===== config.mk =====
export PLATFORM = sky130hd
export DESIGN_NAME = inst_fetch_unit_flat
export DESIGN_NICKNAME = d
export VERILOG_FILES = /design/src/rtl/inst_fetch_if.sv /design/src/rtl/inst_fetch_unit.sv /design/src/flat_wrapper.sv
export SDC_FILE = /design/constraint.sdc
export NUM_CORES = 1
export LEC_CHECK = 0
export ABC_AREA = 0
export ABC_CLOCK_PERIOD_IN_PS = 8450
export BUFFER_PORTS_ARGS = -buffer_cell sky130_fd_sc_hd__buf_2
export CORE_MARGIN = 1
export CORE_UTILIZATION = 55
export CTS_BUF_LIST = sky130_fd_sc_hd__clkbuf_4 sky130_fd_sc_hd__clkbuf_8
export DETAILED_ROUTE_END_ITERATION = 8
export PLACE_DENSITY = 0.77
export RECOVER_POWER = 100
export SETUP_SLACK_MARGIN = 0.3
export SYNTH_ARGS = -nofsm -noshare
export SYNTH_HDL_FRONTEND = slang
export SYNTH_SLANG_ARGS = --single-unit

===== constraint.sdc =====
create_clock -name clk -period 8.45 [get_ports clk]
set_input_delay 0.4225 -clock clk [delete_from_list [all_inputs] [get_ports clk]]
set_output_delay 0.4225 -clock clk [all_outputs]
set_load 0.02 [all_outputs]

===== src/rtl/inst_fetch_if.sv =====
// Fetch-unit bus: ROM request/return, decode handshake, branch redirect and occupancy.
// The master modport is the fetch unit; the slave modport is its environment.
interface inst_fetch_if #(
  parameter int ADDR_W   = 32,
  parameter int DATA_W   = 32,
  parameter int FQ_DEPTH = 4
);
  localparam int CNT_W = $clog2(FQ_DEPTH + 1);

  logic [DATA_W-1:0] rom_data_i;
  logic [ADDR_W-1:0] rom_addr_o;
  logic              rom_ce_o;
  logic [DATA_W-1:0] inst_o;
  logic [ADDR_W-1:0] inst_pc_o;
  logic              inst_valid_o;
  logic              inst_ready_i;
  logic              branch_flag_i;
  logic [ADDR_W-1:0] branch_target_i;
  logic [CNT_W-1:0]  fq_count_o;

  modport master (
    input  rom_data_i, inst_ready_i, branch_flag_i, branch_target_i,
    output rom_addr_o, rom_ce_o, inst_o, inst_pc_o, inst_valid_o, fq_count_o
  );

  modport slave (
    output rom_data_i, inst_ready_i, branch_flag_i, branch_target_i,
    input  rom_addr_o, rom_ce_o, inst_o, inst_pc_o, inst_valid_o, fq_count_o
  );
endinterface


===== src/rtl/inst_fetch_unit.sv =====
// Instruction fetch: PC generation, ROM latency tracking via an issue shift register,
// prefetch queue with valid/ready hand-off to decode, and branch redirect with full flush.
module inst_fetch_unit #(
  parameter int                ADDR_W   = 32,
  parameter int                DATA_W   = 32,
  parameter logic [ADDR_W-1:0] RESET_PC = '0,
  parameter int                ROM_LAT  = 1,
  parameter int                FQ_DEPTH = 4
) (
  input  logic            clk,
  input  logic            rst,
  inst_fetch_if.master    bus
);
  localparam int CNT_W = $clog2(FQ_DEPTH + 1);
  localparam int PTR_W = $clog2(FQ_DEPTH);
  localparam int IFL_W = $clog2(ROM_LAT + 1);
  localparam int SUM_W = CNT_W + IFL_W + 1;

  logic [ADDR_W-1:0]  pc_q, pc_d;
  logic [ROM_LAT-1:0] sr_vld_q, sr_vld_d;
  logic [ADDR_W-1:0]  sr_pc_q [ROM_LAT];
  logic [DATA_W-1:0]  fq_data_q [FQ_DEPTH];
  logic [ADDR_W-1:0]  fq_pc_q [FQ_DEPTH];
  logic [PTR_W-1:0]   rd_ptr_q, rd_ptr_d;
  logic [PTR_W-1:0]   wr_ptr_q, wr_ptr_d;
  logic [CNT_W-1:0]   count_q, count_d;

  logic [IFL_W-1:0]   inflight;
  logic               credit_ok;
  logic               issue;
  logic               ret;
  logic               head_vld;
  logic               pop;
  logic               wr_en;

  always_comb begin
    inflight = '0;
    for (int i = 0; i < ROM_LAT; i++) begin
      inflight = inflight + IFL_W'(sr_vld_q[i]);
    end
  end

  // Queue slots are reserved at issue time, so a returning word always has room.
  assign credit_ok = (SUM_W'(count_q) + SUM_W'(inflight)) < SUM_W'(FQ_DEPTH);
  assign issue     = rst & ~bus.branch_flag_i & credit_ok;
  assign ret       = sr_vld_q[ROM_LAT-1];
  assign head_vld  = rst & (count_q != '0);
  assign pop       = head_vld & bus.inst_ready_i & ~bus.branch_flag_i;
  assign wr_en     = rst & ~bus.branch_flag_i & ret;

  always_comb begin
    pc_d     = pc_q;
    sr_vld_d = (sr_vld_q << 1) | ROM_LAT'(issue);
    rd_ptr_d = rd_ptr_q;
    wr_ptr_d = wr_ptr_q;
    count_d  = count_q;
    if (bus.branch_flag_i) begin
      pc_d     = bus.branch_target_i & ~ADDR_W'(3);
      sr_vld_d = '0;
      rd_ptr_d = '0;
      wr_ptr_d = '0;
      count_d  = '0;
    end else begin
      if (issue) pc_d = pc_q + ADDR_W'(4);
      if (pop)   rd_ptr_d = rd_ptr_q + PTR_W'(1);
      if (ret)   wr_ptr_d = wr_ptr_q + PTR_W'(1);
      if (ret && !pop)      count_d = count_q + CNT_W'(1);
      else if (!ret && pop) count_d = count_q - CNT_W'(1);
    end
  end

  always_ff @(posedge clk) begin
    if (!rst) begin
      pc_q     <= RESET_PC;
      sr_vld_q <= '0;
      rd_ptr_q <= '0;
      wr_ptr_q <= '0;
      count_q  <= '0;
    end else begin
      pc_q     <= pc_d;
      sr_vld_q <= sr_vld_d;
      rd_ptr_q <= rd_ptr_d;
      wr_ptr_q <= wr_ptr_d;
      count_q  <= count_d;
    end
  end

  // Data storage carries no reset; the valid bits and count qualify it.
  always_ff @(posedge clk) begin
    sr_pc_q[0] <= pc_q;
    for (int i = 1; i < ROM_LAT; i++) begin
      sr_pc_q[i] <= sr_pc_q[i-1];
    end
    if (wr_en) begin
      fq_data_q[wr_ptr_q] <= bus.rom_data_i;
      fq_pc_q[wr_ptr_q]   <= sr_pc_q[ROM_LAT-1];
    end
  end

  assign bus.rom_addr_o   = pc_q;
  assign bus.rom_ce_o     = issue;
  assign bus.inst_valid_o = head_vld;
  assign bus.inst_o       = head_vld ? fq_data_q[rd_ptr_q] : '0;
  assign bus.inst_pc_o    = head_vld ? fq_pc_q[rd_ptr_q] : '0;
  assign bus.fq_count_o   = rst ? count_q : '0;
endmodule

===== src/flat_wrapper.sv =====
// flat-port wrapper written by rule: the top's interface ports become plain ports
module inst_fetch_unit_flat 
#(
  parameter int                ADDR_W   = 32,
  parameter int                DATA_W   = 32,
  parameter logic [ADDR_W-1:0] RESET_PC = '0,
  parameter int                ROM_LAT  = 1,
  parameter int                FQ_DEPTH = 4
)
  (clk, rst, bus_rom_data_i, bus_inst_ready_i, bus_branch_flag_i, bus_branch_target_i, bus_rom_addr_o, bus_rom_ce_o, bus_inst_o, bus_inst_pc_o, bus_inst_valid_o, bus_fq_count_o);
  inst_fetch_if #(.ADDR_W(ADDR_W), .DATA_W(DATA_W), .FQ_DEPTH(FQ_DEPTH)) bus_i ();
  input  logic clk;
  input  logic rst;
  input wire logic [$bits(bus_i.rom_data_i)-1:0] bus_rom_data_i;
  input wire logic [$bits(bus_i.inst_ready_i)-1:0] bus_inst_ready_i;
  input wire logic [$bits(bus_i.branch_flag_i)-1:0] bus_branch_flag_i;
  input wire logic [$bits(bus_i.branch_target_i)-1:0] bus_branch_target_i;
  output wire logic [$bits(bus_i.rom_addr_o)-1:0] bus_rom_addr_o;
  output wire logic [$bits(bus_i.rom_ce_o)-1:0] bus_rom_ce_o;
  output wire logic [$bits(bus_i.inst_o)-1:0] bus_inst_o;
  output wire logic [$bits(bus_i.inst_pc_o)-1:0] bus_inst_pc_o;
  output wire logic [$bits(bus_i.inst_valid_o)-1:0] bus_inst_valid_o;
  output wire logic [$bits(bus_i.fq_count_o)-1:0] bus_fq_count_o;
  assign bus_i.rom_data_i = bus_rom_data_i;
  assign bus_i.inst_ready_i = bus_inst_ready_i;
  assign bus_i.branch_flag_i = bus_branch_flag_i;
  assign bus_i.branch_target_i = bus_branch_target_i;
  assign bus_rom_addr_o = bus_i.rom_addr_o;
  assign bus_rom_ce_o = bus_i.rom_ce_o;
  assign bus_inst_o = bus_i.inst_o;
  assign bus_inst_pc_o = bus_i.inst_pc_o;
  assign bus_inst_valid_o = bus_i.inst_valid_o;
  assign bus_fq_count_o = bus_i.fq_count_o;
  inst_fetch_unit #(.ADDR_W(ADDR_W), .DATA_W(DATA_W), .RESET_PC(RESET_PC), .ROM_LAT(ROM_LAT), .FQ_DEPTH(FQ_DEPTH)) u_core (.clk(clk), .rst(rst), .bus(bus_i));
endmodule

Yosys cells after proc, flatten, opt, wreduce, memory -nomap -nowiden
Memory sizes are Yosys's and may differ from the RTL's. A register that Yosys moved wholly into a read port is not among the register bits.
Index checks and enable logic that the tools add are counted.
- register bits after elaboration: 40
- latch bits: 0
- memory bits (writable): 288
- ROM bits: 0
- input bits: 68
- output and inout port bits: 101
- word-level logic and storage cells: 45
- memories: 3
- $add $sub $neg: 6
- $mul: 0
- div/mod/pow operators: 0
- order comparisons: 1
- equal/unequal tests: 0
- shifts and indexed selects: 0
- muxes and demuxes: 13
- bitwise gates (word level): 8
- reduce and logical (&&, ||, !) cells: 8
- memory list (memory ; depth ; bits a word ; read ports ; clocked after Yosys merged registers in ; wr ports ; line ; text):
    u_core.fq_data_q ; 4 ; 32 ; 1 ; 1 ; 1 ; inst_fetch_unit.sv:22 ; logic [DATA_W-1:0] fq_data_q [FQ_DEPTH];
    u_core.fq_pc_q ; 4 ; 32 ; 1 ; 1 ; 1 ; inst_fetch_unit.sv:23 ; logic [ADDR_W-1:0] fq_pc_q [FQ_DEPTH];
    u_core.sr_pc_q ; 1 ; 32 ; 1 ; 0 ; 1 ; inst_fetch_unit.sv:21 ; logic [ADDR_W-1:0] sr_pc_q [ROM_LAT];
- operators by type and width (kind ; number):
    $mux W32 ; 4
    $add A32 B3 Y32 const B ; 1
    $mux W3 ; 3
    $mux W2 ; 4
    $and A1 B1 Y1 ; 6
    $lt A5 B3 Y1 const B ; 1
    $add A2 B1 Y2 const B ; 2
    $add A3 B1 Y4 ; 1
    $reduce_bool A2 Y1 ; 2
    $add A3 B1 Y3 const B ; 1
    $reduce_bool A3 Y1 ; 1
    $sub A3 B1 Y3 const B ; 1
    $logic_and A1 B1 Y1 ; 2
    $logic_not A1 Y1 ; 2
    $mux W1 ; 2
    $not A1 Y1 ; 2
    $reduce_or A2 Y1 ; 1

Depth between registers and ports, before layout
- depth in word-level cells: 7
- mapped depth: 10

Least setup slack after synthesis
Ideal clock, no wire load.
- kind: in2reg
- from: in bus_branch_flag_i
- to: mem u_core.fq_data_q[0][0] (enable)
- setup time: 427 ps
- arrival time: 2573 ps
- required time: 8023 ps
- slack: 5451 ps
- stages: 4
- buffers on the path: 2
- cell sequence: clkbuf_1 clkbuf_1 nor2_1 and3_1
- word-level cells in the longest chain between the ends: 5
- ends and longest elaborated chain (element ; line ; text):
    start: declaration ; flat_wrapper.sv:16 ; input wire logic [$bits(bus_i.branch_flag_i)-1:0] bus_branch_flag_i;
    $not A1 Y1 ; inst_fetch_unit.sv:49 ; assign wr_en = rst & ~bus.branch_flag_i & ret;
    $and A1 B1 Y1 (2 in a row) ; inst_fetch_unit.sv:49 ;
    $mux W1 ; inst_fetch_unit.sv:94 ; if (wr_en) begin
    $mux W1 (not written as such) ; inst_fetch_unit.sv:95 ; fq_data_q[wr_ptr_q] <= bus.rom_data_i;
    end: declaration ; inst_fetch_unit.sv:22 ;
Every way passes these cells.

Worst setup path in the final report
- from: in rst
- to: mem u_core.fq_pc_q[1][10] (enable)
- word-level cells in the longest chain between the ends: 4
- ends and longest elaborated chain (element ; line ; text):
    start: declaration ; flat_wrapper.sv:13 ; input logic rst;
    $and A1 B1 Y1 (2 in a row) ; inst_fetch_unit.sv:49 ;
    $mux W1 ; inst_fetch_unit.sv:94 ;
    $mux W1 (not written as such) ; inst_fetch_unit.sv:96 ; fq_pc_q[wr_ptr_q] <= sr_pc_q[ROM_LAT-1];
    end: declaration ; inst_fetch_unit.sv:23 ;
Every way passes these cells.

==> metrics.txt <==
Iteration-0 DRC Markers 421; Hold Crit Class input port to register; Vias between 7000 and 8000; Core Area about 0.022 mm²; synth unique cells 50; Crit Path Class input port to register; Setup Slack @ Placement 5.21 ns; pin count of the biggest net entering global routing 66; Layout fillers 1612; failing checks max-capacitance violations, max-slew violations; Detail Route Antenna Nets 0; Worst-path clk slew approximately 0.06 ns; ys flop type edfxtp_1; FP Rows 54; Post-CTS Hold Buffers 0; internal power between 2000 and 3000 µW; worst vdd ir 0.000143 V; final worst setup slack about 3.8 ns; max-cap viol count 6; Antenna diodes 0; Die X-Extent 152 µm; worst skew pair latency 0.56 ns; Clock Tree Root clkbuf_8; Avg Inst Size Synth between 15 and 20 µm²; TritonCTS clock tree done; Final GP Congestion a little over 0.8; vias per cell 5.80; Buffers on Ports ~160; Sequential Area approximately 0.0089 mm²; final core occ between 60% and 70%; final wirelength 24100 µm; fin. max-slew vios roughly 360; Post-synth EDFFs 248; Starting Density 56.4%; Die Y about 150 µm; Slew headroom -120%; setup tns final 0 ns; CP max FO 62; Logic pwr share 4.1%; Crit path required time between 8 and 9 ns; Setup Fix Bufs, Post-CTS 0; Max Buffers Root-to-Sink 3; clk_skew 0.0293 ns; Multi-input gate area approximately 0.0033 mm²; P&R area growth vs syn 15.9%; crit-path max cell delay 2.50 ns; # nets final 971; DRC violations left 0; critical path endpoint category register; net switching power 697 µW; slowest cell on the critical path and3_1; die footprint around 0.023 mm²; sw frac approximately 21%; first-pass GRT wire length between 30000 and 40000 µm; vias in the first global route 7169; PwrDens roughly 230 mW/mm²; Total GRT Usage a little over a fifth; H-tree depth 2; Slew @ Worst Pin 3.30 ns; layout cells sized above 1 24.0%; Hold Fails Final Rpt 0; Tmin final 4.68 ns; Post-Syn Area 0.0124 mm²; CP arrival between 4 and 5 ns; sequential-to-total area share from yosys stat a little over 70%; static leakage around 0.0048 µW; Ports between 150 and 200; Setup crit start kind input port; final setup vio count 0; Ys Warns 0; grt ovf 0; Post-Synthesis Cells between 700 and 800; post-cts resize count 0; final period utilization around 55%; crit path cell chain clkbuf_1 -> inv_1 -> nor2_1 -> and3_1; sequential power share 53.8%; Final HPWL DP 13700 µm; Post-synth ARST share 0%; first drt pass iteration count 5; drt wl/cell 19.8 µm; Clock Sink Count 318; Clk pwr share a little over two fifths; status finished, violations left; f_max approximately 210 MHz; unrepaired setup endpoints after global routing no; FF+latch count, synth ~320; clock buffer count from CTS 50; initial antenna violation count 0
-- cell type report --
cell class / instances / area share [%]
clock buffers: 71 / 6.43
clock inverters: 23 / 1.24
inverters: 9 / 0.236
multi-input cells: 352 / 22.9
flip-flops and latches: 318 / 61.8
well taps: 280 / 2.45
repair buffers: 165 / 4.96
-- cells in the mapped netlist, types with 4 or more instances --
cell        n  area share (%)
and4_1      9            0.64
o211ai_1   16            0.97
dfxtp_1    70              11
a31oi_1    12            0.61
or4_1      10            0.61
ha_1        6            0.61
mux4_2     62              11
buf_4       4            0.24
nor3_1      5            0.20
o21ai_0    15            0.61
nand2_1    27            0.82
nor2_1     12            0.36
edfxtp_1  248              60
or3_1       6            0.30
nand3_1    19            0.77
o311a_1     5            0.41
a21oi_1    11            0.45
nor4_1      4            0.20
and2_1     70             3.5
clkbuf_1   32            0.97
and3_1      7            0.35
inv_1       7            0.21
buf_2       8            0.32
nand4_1     9            0.46
-- routing by layer --
metal / up-vias / part of all wire, % / global-route usage [%] / wire, µm
li1: 3239 / - / - / -
met1: 3485 / 43 / 28.9 / 10300
met2: 308 / 48 / 34.6 / 11600
met3: 37 / 7.5 / 5.05 / 1810
met4: 0 / 1.5 / 6.33 / 372
met5: - / 0 / 0 / 0
-- cell families (layout without fill, tap and decap cells) --
kind of cell,count (synthesis),in the layout,synth area share (%)
compound gates,86,86,4.93
xor+xnor,5,5,0.355
fa+ha+maj,7,7,0.770
buf+inv,55,268,1.93
flops,318,318,71.6
mux,64,64,11.5
other cells,1,4,0.0304
simple gates,186,186,8.88
-- per-stage QoR --
| stage | power (µW) | cell area, µm² | instances | hold WS [ns] |
|---|---|---|---|---|
| finish | 3250 | 14300 | 1218 | 0.123 |
| global route | 3360 | 14300 | 1218 | 0.101 |
| CTS | 3290 | 14500 | 1218 | 0.0367 |
| detailed placement | 1920 | 13400 | 1124 | 0.412 |
| global placement | 1920 | 13400 | 1124 | 0.414 |
| floorplan | 1850 | 12400 | 725 | 0.438 |
-- power groups by stage --
stage | Combinational [µW] | Clock [µW] | Sequential [µW]
4_1_cts | 139 | 1400 | 1750
6_report | 132 | 1370 | 1750
3_5_place_dp | 139 | 0 | 1780
2_1_floorplan | 74.8 | 0 | 1780
5_1_grt | 145 | 1470 | 1750
3_3_place_gp | 138 | 0 | 1780
-- registers in the layout, summed over array words and instances, names as in the netlist, named ones only --
name	cells
u_core.fq_pc_q	120
u_core.ret	1
u_core.wr_ptr_q	2
u_core.count_q	3
u_core.sr_pc_q	30
u_core.bus.rom_addr_o	30
u_core.fq_data_q	128
u_core.rd_ptr_q	2
-- worst paths after layout --
path	cells past startpoint	endpoint	slack, ns	start
max	4	u_core.fq_pc_q[1][10]$_DFFE_PP_	3.77	rst
min	1	u_core.fq_data_q[1][28]$_DFFE_PP_	0.12	bus_rom_data_i[28]
min reg2reg	0	u_core.sr_pc_q[0][13]$_DFF_P_	0.43	u_core.bus.rom_addr_o[13]$_SDFFE_PN0P_
max reg2reg	9	u_core.count_q[2]$_SDFFE_PP0P_	4.26	u_core.count_q[0]$_SDFFE_PP0P_
-- cells in the final DEF (no fill, tap or decap), drive strengths merged, types with 15 or more instances in the layout --
cell and count:
nand2 27, nand3 19, mux4 62, edfxtp 248
o21ai 15, and2 70, clkinv 22, buf 71
dfxtp 70, o211ai 16, clkbuf 165
-- critical path: cells and delay by family --
| kind | cells | cell delay (ns) |
|---|---|---|
| buf+inv | 2 | 1.25 |
| simple gates | 2 | 3.03 |
No activity file was read; power rests on OpenSTA's default activity.
